### config.mk
export PLATFORM = sky130hd
export DESIGN_NAME = regfile_sb
export DESIGN_NICKNAME = d
export VERILOG_FILES = /design/src/rtl/regfile_sb.sv
export SDC_FILE = /design/constraint.sdc
export NUM_CORES = 2
export LEC_CHECK = 0
export CORE_ASPECT_RATIO = 0.6
export CORE_UTILIZATION = 34
export DETAILED_ROUTE_END_ITERATION = 12
export PLACE_DENSITY_LB_ADDON = 0.25
export SLEW_MARGIN = 15
export SYNTH_ARGS = -nofsm -noshare
export SYNTH_HDL_FRONTEND = slang
export SYNTH_SLANG_ARGS = --single-unit
### constraint.sdc
create_clock -name clk -period 5.5 [get_ports clk]
set_input_delay 1.1 -clock clk [delete_from_list [all_inputs] [get_ports clk]]
set_output_delay 1.1 -clock clk [all_outputs]
set_load 0.1 [all_outputs]
### src/rtl/regfile_sb.sv
// regfile_sb: XLEN x NREG register file, two combinational read ports, an ALU and a
// multiplier write port, and a per-register busy scoreboard for long-latency results.

module regfile_sb_entry #(
  parameter int XLEN = 32
) (
  input  logic            clk,
  input  logic            rst,
  input  logic            wa,
  input  logic [XLEN-1:0] wa_data,
  input  logic            wb,
  input  logic [XLEN-1:0] wb_data,
  input  logic            rsv,
  output logic [XLEN-1:0] q,
  output logic            bsy
);
  // ALU data beats multiplier data; a new reservation beats a completion.
  always_ff @(posedge clk) begin
    if (rst) begin
      q   <= '0;
      bsy <= 1'b0;
    end else begin
      if (wa)      q <= wa_data;
      else if (wb) q <= wb_data;
      if (rsv)     bsy <= 1'b1;
      else if (wb) bsy <= 1'b0;
    end
  end
endmodule

module regfile_sb_rdport #(
  parameter int XLEN   = 32,
  parameter int AW     = 5,
  parameter int BYPASS = 1
) (
  input  logic [AW-1:0]   rs,
  input  logic [XLEN-1:0] q,
  input  logic            bsy,
  input  logic            we,
  input  logic [AW-1:0]   rd,
  input  logic [XLEN-1:0] rwdata,
  input  logic            mwe,
  input  logic [AW-1:0]   mrd,
  input  logic [XLEN-1:0] mwdata,
  input  logic            res_valid,
  input  logic [AW-1:0]   res_rd,
  output logic [XLEN-1:0] rv,
  output logic            busy
);
  logic zero, hit_a, hit_b, hit_r;

  assign zero  = (rs == '0);
  assign hit_a = (BYPASS != 0) && we  && (rd  == rs);
  assign hit_b = (BYPASS != 0) && mwe && (mrd == rs);
  assign hit_r = res_valid && (res_rd == rs);

  always_comb begin
    rv   = q;
    busy = bsy;
    if (zero) begin
      rv   = '0;
      busy = 1'b0;
    end else begin
      if (hit_a)      rv = rwdata;
      else if (hit_b) rv = mwdata;
      if (hit_b && !hit_r) busy = 1'b0;
    end
  end
endmodule

module regfile_sb #(
  parameter int XLEN   = 32,
  parameter int NREG   = 32,
  parameter int BYPASS = 1,
  localparam int AW    = $clog2(NREG)
) (
  input  logic            clk,
  input  logic            rst,
  input  logic [AW-1:0]   rs1,
  input  logic [AW-1:0]   rs2,
  output logic [XLEN-1:0] rv1,
  output logic [XLEN-1:0] rv2,
  output logic            busy1,
  output logic            busy2,
  input  logic            we,
  input  logic [AW-1:0]   rd,
  input  logic [XLEN-1:0] rwdata,
  input  logic            mwe,
  input  logic [AW-1:0]   mrd,
  input  logic [XLEN-1:0] mwdata,
  input  logic            res_valid,
  input  logic [AW-1:0]   res_rd,
  output logic [XLEN-1:0] xlast,
  output logic            busy_any
);
  localparam int NUM_LANES = 2;

  logic [NREG-1:0][XLEN-1:0]      q_all;
  logic [NREG-1:0]                bsy_all;
  logic [NUM_LANES-1:0][AW-1:0]   rs_l;
  logic [NUM_LANES-1:0][XLEN-1:0] rv_l;
  logic [NUM_LANES-1:0]           busy_l;

  // Register 0 has no storage at all, so nothing can ever make it nonzero.
  assign q_all[0]   = '0;
  assign bsy_all[0] = 1'b0;

  for (genvar i = 1; i < NREG; i++) begin : g_ent
    regfile_sb_entry #(.XLEN(XLEN)) u_ent (
      .clk     (clk),
      .rst     (rst),
      .wa      (we && (rd == AW'(i))),
      .wa_data (rwdata),
      .wb      (mwe && (mrd == AW'(i))),
      .wb_data (mwdata),
      .rsv     (res_valid && (res_rd == AW'(i))),
      .q       (q_all[i]),
      .bsy     (bsy_all[i])
    );
  end

  assign rs_l = {rs2, rs1};

  for (genvar l = 0; l < NUM_LANES; l++) begin : g_rd
    regfile_sb_rdport #(.XLEN(XLEN), .AW(AW), .BYPASS(BYPASS)) u_rd (
      .rs        (rs_l[l]),
      .q         (q_all[rs_l[l]]),
      .bsy       (bsy_all[rs_l[l]]),
      .we        (we),
      .rd        (rd),
      .rwdata    (rwdata),
      .mwe       (mwe),
      .mrd       (mrd),
      .mwdata    (mwdata),
      .res_valid (res_valid),
      .res_rd    (res_rd),
      .rv        (rv_l[l]),
      .busy      (busy_l[l])
    );
  end

  assign rv1      = rv_l[0];
  assign rv2      = rv_l[1];
  assign busy1    = busy_l[0];
  assign busy2    = busy_l[1];
  assign xlast    = q_all[NREG-1];
  assign busy_any = |bsy_all;
endmodule

==> impl_metrics.sql <==
INSERT INTO impl_metrics (metric_group, metric, value, unit) VALUES
('outcome', 'status', 'finished with violations', ''),
('outcome', 'violations_in_the_final_reports', 'negative setup slack', ''),
('setup_path', 'critPathLaunchType', 'input port', ''),
('layout', 'most_used_cells_in_the_layout_excluding_fill_and_tap_cells', 'sky130_fd_sc_hd__nor2_1, sky130_fd_sc_hd__mux2i_1, sky130_fd_sc_hd__dfxtp_1', ''),
('floorplan', 'initial_cell_density_of_the_core', '34.3', '%'),
('sta', 'relSlewSlack', '12.7', '%'),
('sta', 'max_slew.worst_pin.slew', '1.31', 'ns'),
('clock_network', 'clk_latency', '0.72', 'ns'),
('power_and_ir_drop', 'cell_internal_pwr', '12800', 'uW'),
('flow_run', 'cap_violations', '0', ''),
('setup_path', 'timing.critical_path.required', '4.40', 'ns'),
('synth', 'edff_count_synth', '0', ''),
('layout', 'share_of_post_route_cells_with_drive_strength_above_1', '15.7', '%'),
('power_and_ir_drop', 'power_frac_clock', '41.5', '%'),
('sta', 'timing_max_transition_violations_final', '0', ''),
('placed_design', 'dp_slack', '0.223', 'ns'),
('layout', 'multi_input_comb_area', '0.0399', 'mm^2'),
('clock_network', 'cts.htree.levels', '3', ''),
('synth', 'yosys.area_share.xor_xnor', '0.408', '%'),
('synth', 'synth_area', '0.0644', 'mm^2'),
('sta', 'max_freq', '182', 'MHz'),
('floorplan', 'dieWidth', '564', 'um'),
('setup_path', 'critPathMaxFanout', '26', ''),
('synth', 'post_synth.cell_area_avg', '9.03', 'um^2'),
('global_route', 'grt_antenna_before_repair', '7', ''),
('sta', 'timing.clock.skew', '0', 'ns'),
('synth', 'yosys_warnings', '0', ''),
('setup_path', 'r2r_cells', '2', ''),
('placed_design', 'dpl.hpwl', '197', 'mm'),
('sta', 'report.final.setup_viol', '1', ''),
('power_and_ir_drop', 'ratio_of_total_power_to_cell_area', '254', 'mW/mm^2'),
('power_and_ir_drop', 'power_frac_comb', '17.2', '%'),
('layout', 'nets', '6874', ''),
('floorplan', 'die-area', '0.191', 'mm^2'),
('route', 'number_of_vias_after_detailed_routing', '62600', ''),
('layout', 'mostFrequentLayoutCell', 'sky130_fd_sc_hd__nor2_1', ''),
('clock_network', 'cts_repair_resize_count', '0', ''),
('synth', 'register_area_share_after_synthesis', '31.8', '%'),
('sta', 'timing.final.ws_setup', '-0.00524', 'ns'),
('synth', 'synth.ff_latch_count', '1023', ''),
('global_route', 'first_global_vias', '57500', ''),
('clock_network', 'cts_setup_buffers', '0', ''),
('synth', 'synth_fp_nets', '7224', ''),
('sta', 'finalHoldViolCount', '0', ''),
('setup_path', 'cp.arrival', '4.41', 'ns'),
('sta', 'post-route-period-util', '100', '%'),
('clock_network', 'cts_num_sinks', '1023', ''),
('clock_network', 'number_of_buffers_on_the_longest_clock_path', '3', ''),
('setup_path', 'endpoint_kind', 'output pin', ''),
('power_and_ir_drop', 'p_leak', '0.0248', 'uW'),
('floorplan', 'die-height', '339', 'um'),
('layout', 'final-seq-area', '0.0205', 'mm^2'),
('route', 'route.antenna.remaining_nets', '0', ''),
('global_route', 'grt_start_max_net_pins', '145', ''),
('synth', 'postSynthCellCount', '7130', ''),
('clock_network', 'clk_root_buffer_cell', 'sky130_fd_sc_hd__clkbuf_16', ''),
('clock_network', 'hold_buffers', '0', ''),
('power_and_ir_drop', 'power', '18600', 'uW'),
('layout', 'nFillCells', '18400', ''),
('worst_hold_path', 'hp-class', 'register to register', ''),
('route', 'post_drt_wl_per_cell', '33.5', 'um'),
('synth', 'asyncSetResetFlopFracSynth', '0', '%'),
('global_route', 'global_route_wire_length_before_repair', '441', 'mm'),
('synth', 'synth_flop_cell', 'sky130_fd_sc_hd__dfxtp_1', ''),
('global_route', 'grt_usage', '31.5', '%'),
('route', 'vias_per_cell', '6.68', ''),
('sta', 'layout_min_cycle_time', '5.51', 'ns'),
('power_and_ir_drop', 'max_vdd_drop', '271', 'uV'),
('power_and_ir_drop', 'net-switching-power', '5770', 'uW'),
('route', 'drt_drc_violations_left', '0', ''),
('placed_design', 'portBuffers', '192', '');
## state kept, by name (all words and copies together) (netlist names)
name	cells
g_ent.u_ent.q	992
g_ent.u_ent.bsy	31
## area by class of cell
class | count | area share (%)
Clock buffer | 144 | 4.12
Antenna cell | 9 | 0.0308
Clock inverter | 41 | 0.656
Tap cell | 2500 | 4.28
Inverter | 2 | 0.0103
Multi-Input combinational cell | 5114 | 54.6
Timing Repair Buffer | 539 | 8.27
Sequential cell | 1023 | 28.0
## stage by stage
step,std cells,hold slack [ns],TNS [ns],utilization [%],cell area [um^2]
6_report,9372,0.500,-0.00524,38.9,73000
5_1_grt,9365,0.516,0,38.9,73000
4_1_cts,9363,0.496,0,38.9,73000
3_5_place_dp,9178,0.483,0,37.0,69500
3_3_place_gp,9178,0.477,0,37.0,69500
2_1_floorplan,7130,0.465,-3.53,-,64400
## kinds of logic (layout without fill, tap and decap cells)
group,Yosys count,after routing
other cells,0,9
flops,1023,1023
mux,1440,1440
buf+inv,993,726
compound gates,1512,1512
simple gates,2132,2132
xor+xnor,30,30
## worst register-to-register path, stage by stage (launching register included)
cell and delay [ns]:
sky130_fd_sc_hd__dfxtp_1 0.61, sky130_fd_sc_hd__mux2i_1 0.13, sky130_fd_sc_hd__a211oi_1 0.26
## metal layers
layer	vias to the layer above	track usage, %	wire length [um]
met1	31000	43.7	127000
met4	0	15.8	18400
met5	-	0	0
met3	834	10.6	44300
met2	4821	43.1	124000
li1	26000	-	-
## cells in the mapped netlist (26+ instances only)
| cell type | n | area [um^2] |
|---|---|---|
| sky130_fd_sc_hd__a311oi_1 | 320 | 2800 |
| sky130_fd_sc_hd__buf_2 | 175 | 876 |
| sky130_fd_sc_hd__dfxtp_1 | 1023 | 20500 |
| sky130_fd_sc_hd__a211oi_1 | 718 | 5390 |
| sky130_fd_sc_hd__mux2i_1 | 1068 | 10700 |
| sky130_fd_sc_hd__nor2b_1 | 31 | 194 |
| sky130_fd_sc_hd__buf_6 | 26 | 293 |
| sky130_fd_sc_hd__clkbuf_2 | 28 | 140 |
| sky130_fd_sc_hd__o21ai_0 | 69 | 345 |
| sky130_fd_sc_hd__buf_4 | 93 | 698 |
| sky130_fd_sc_hd__clkbuf_1 | 605 | 2270 |
| sky130_fd_sc_hd__mux4_2 | 340 | 7660 |
| sky130_fd_sc_hd__o22ai_1 | 44 | 275 |
| sky130_fd_sc_hd__nand2_1 | 447 | 1680 |
| sky130_fd_sc_hd__mux2_2 | 32 | 360 |
| sky130_fd_sc_hd__a21oi_1 | 94 | 470 |
| sky130_fd_sc_hd__a221oi_1 | 50 | 438 |
| sky130_fd_sc_hd__nor2_1 | 1103 | 4140 |
| sky130_fd_sc_hd__a22oi_1 | 117 | 878 |
| sky130_fd_sc_hd__buf_1 | 64 | 240 |
| sky130_fd_sc_hd__o31ai_1 | 27 | 203 |
| sky130_fd_sc_hd__nand3_1 | 439 | 2200 |
## path summary, 6_finish.rpt
kind | start | to | slack (ns)
worst max-delay path | rs2[3] | rv2[4] | -0.005
worst min-delay path | g_ent[8].u_ent.q[16] | g_ent[8].u_ent.q[16] | 0.50
worst max register to register | g_ent[31].u_ent.q[31] | g_ent[31].u_ent.q[31] | 4.40
worst min register to register | g_ent[8].u_ent.q[16] | g_ent[8].u_ent.q[16] | 0.50
## power groups by stage
stage | Clock (uW) | Combinational, uW | Sequential (uW)
after floorplan | 0 | 1870 | 7820
after global placement | 0 | 3080 | 7830
after detailed placement | 0 | 3100 | 7840
after CTS | 7700 | 3100 | 7670
after global routing | 8000 | 3250 | 7690
final | 7700 | 3190 | 7680
Power figures use the tool's default switching activity.
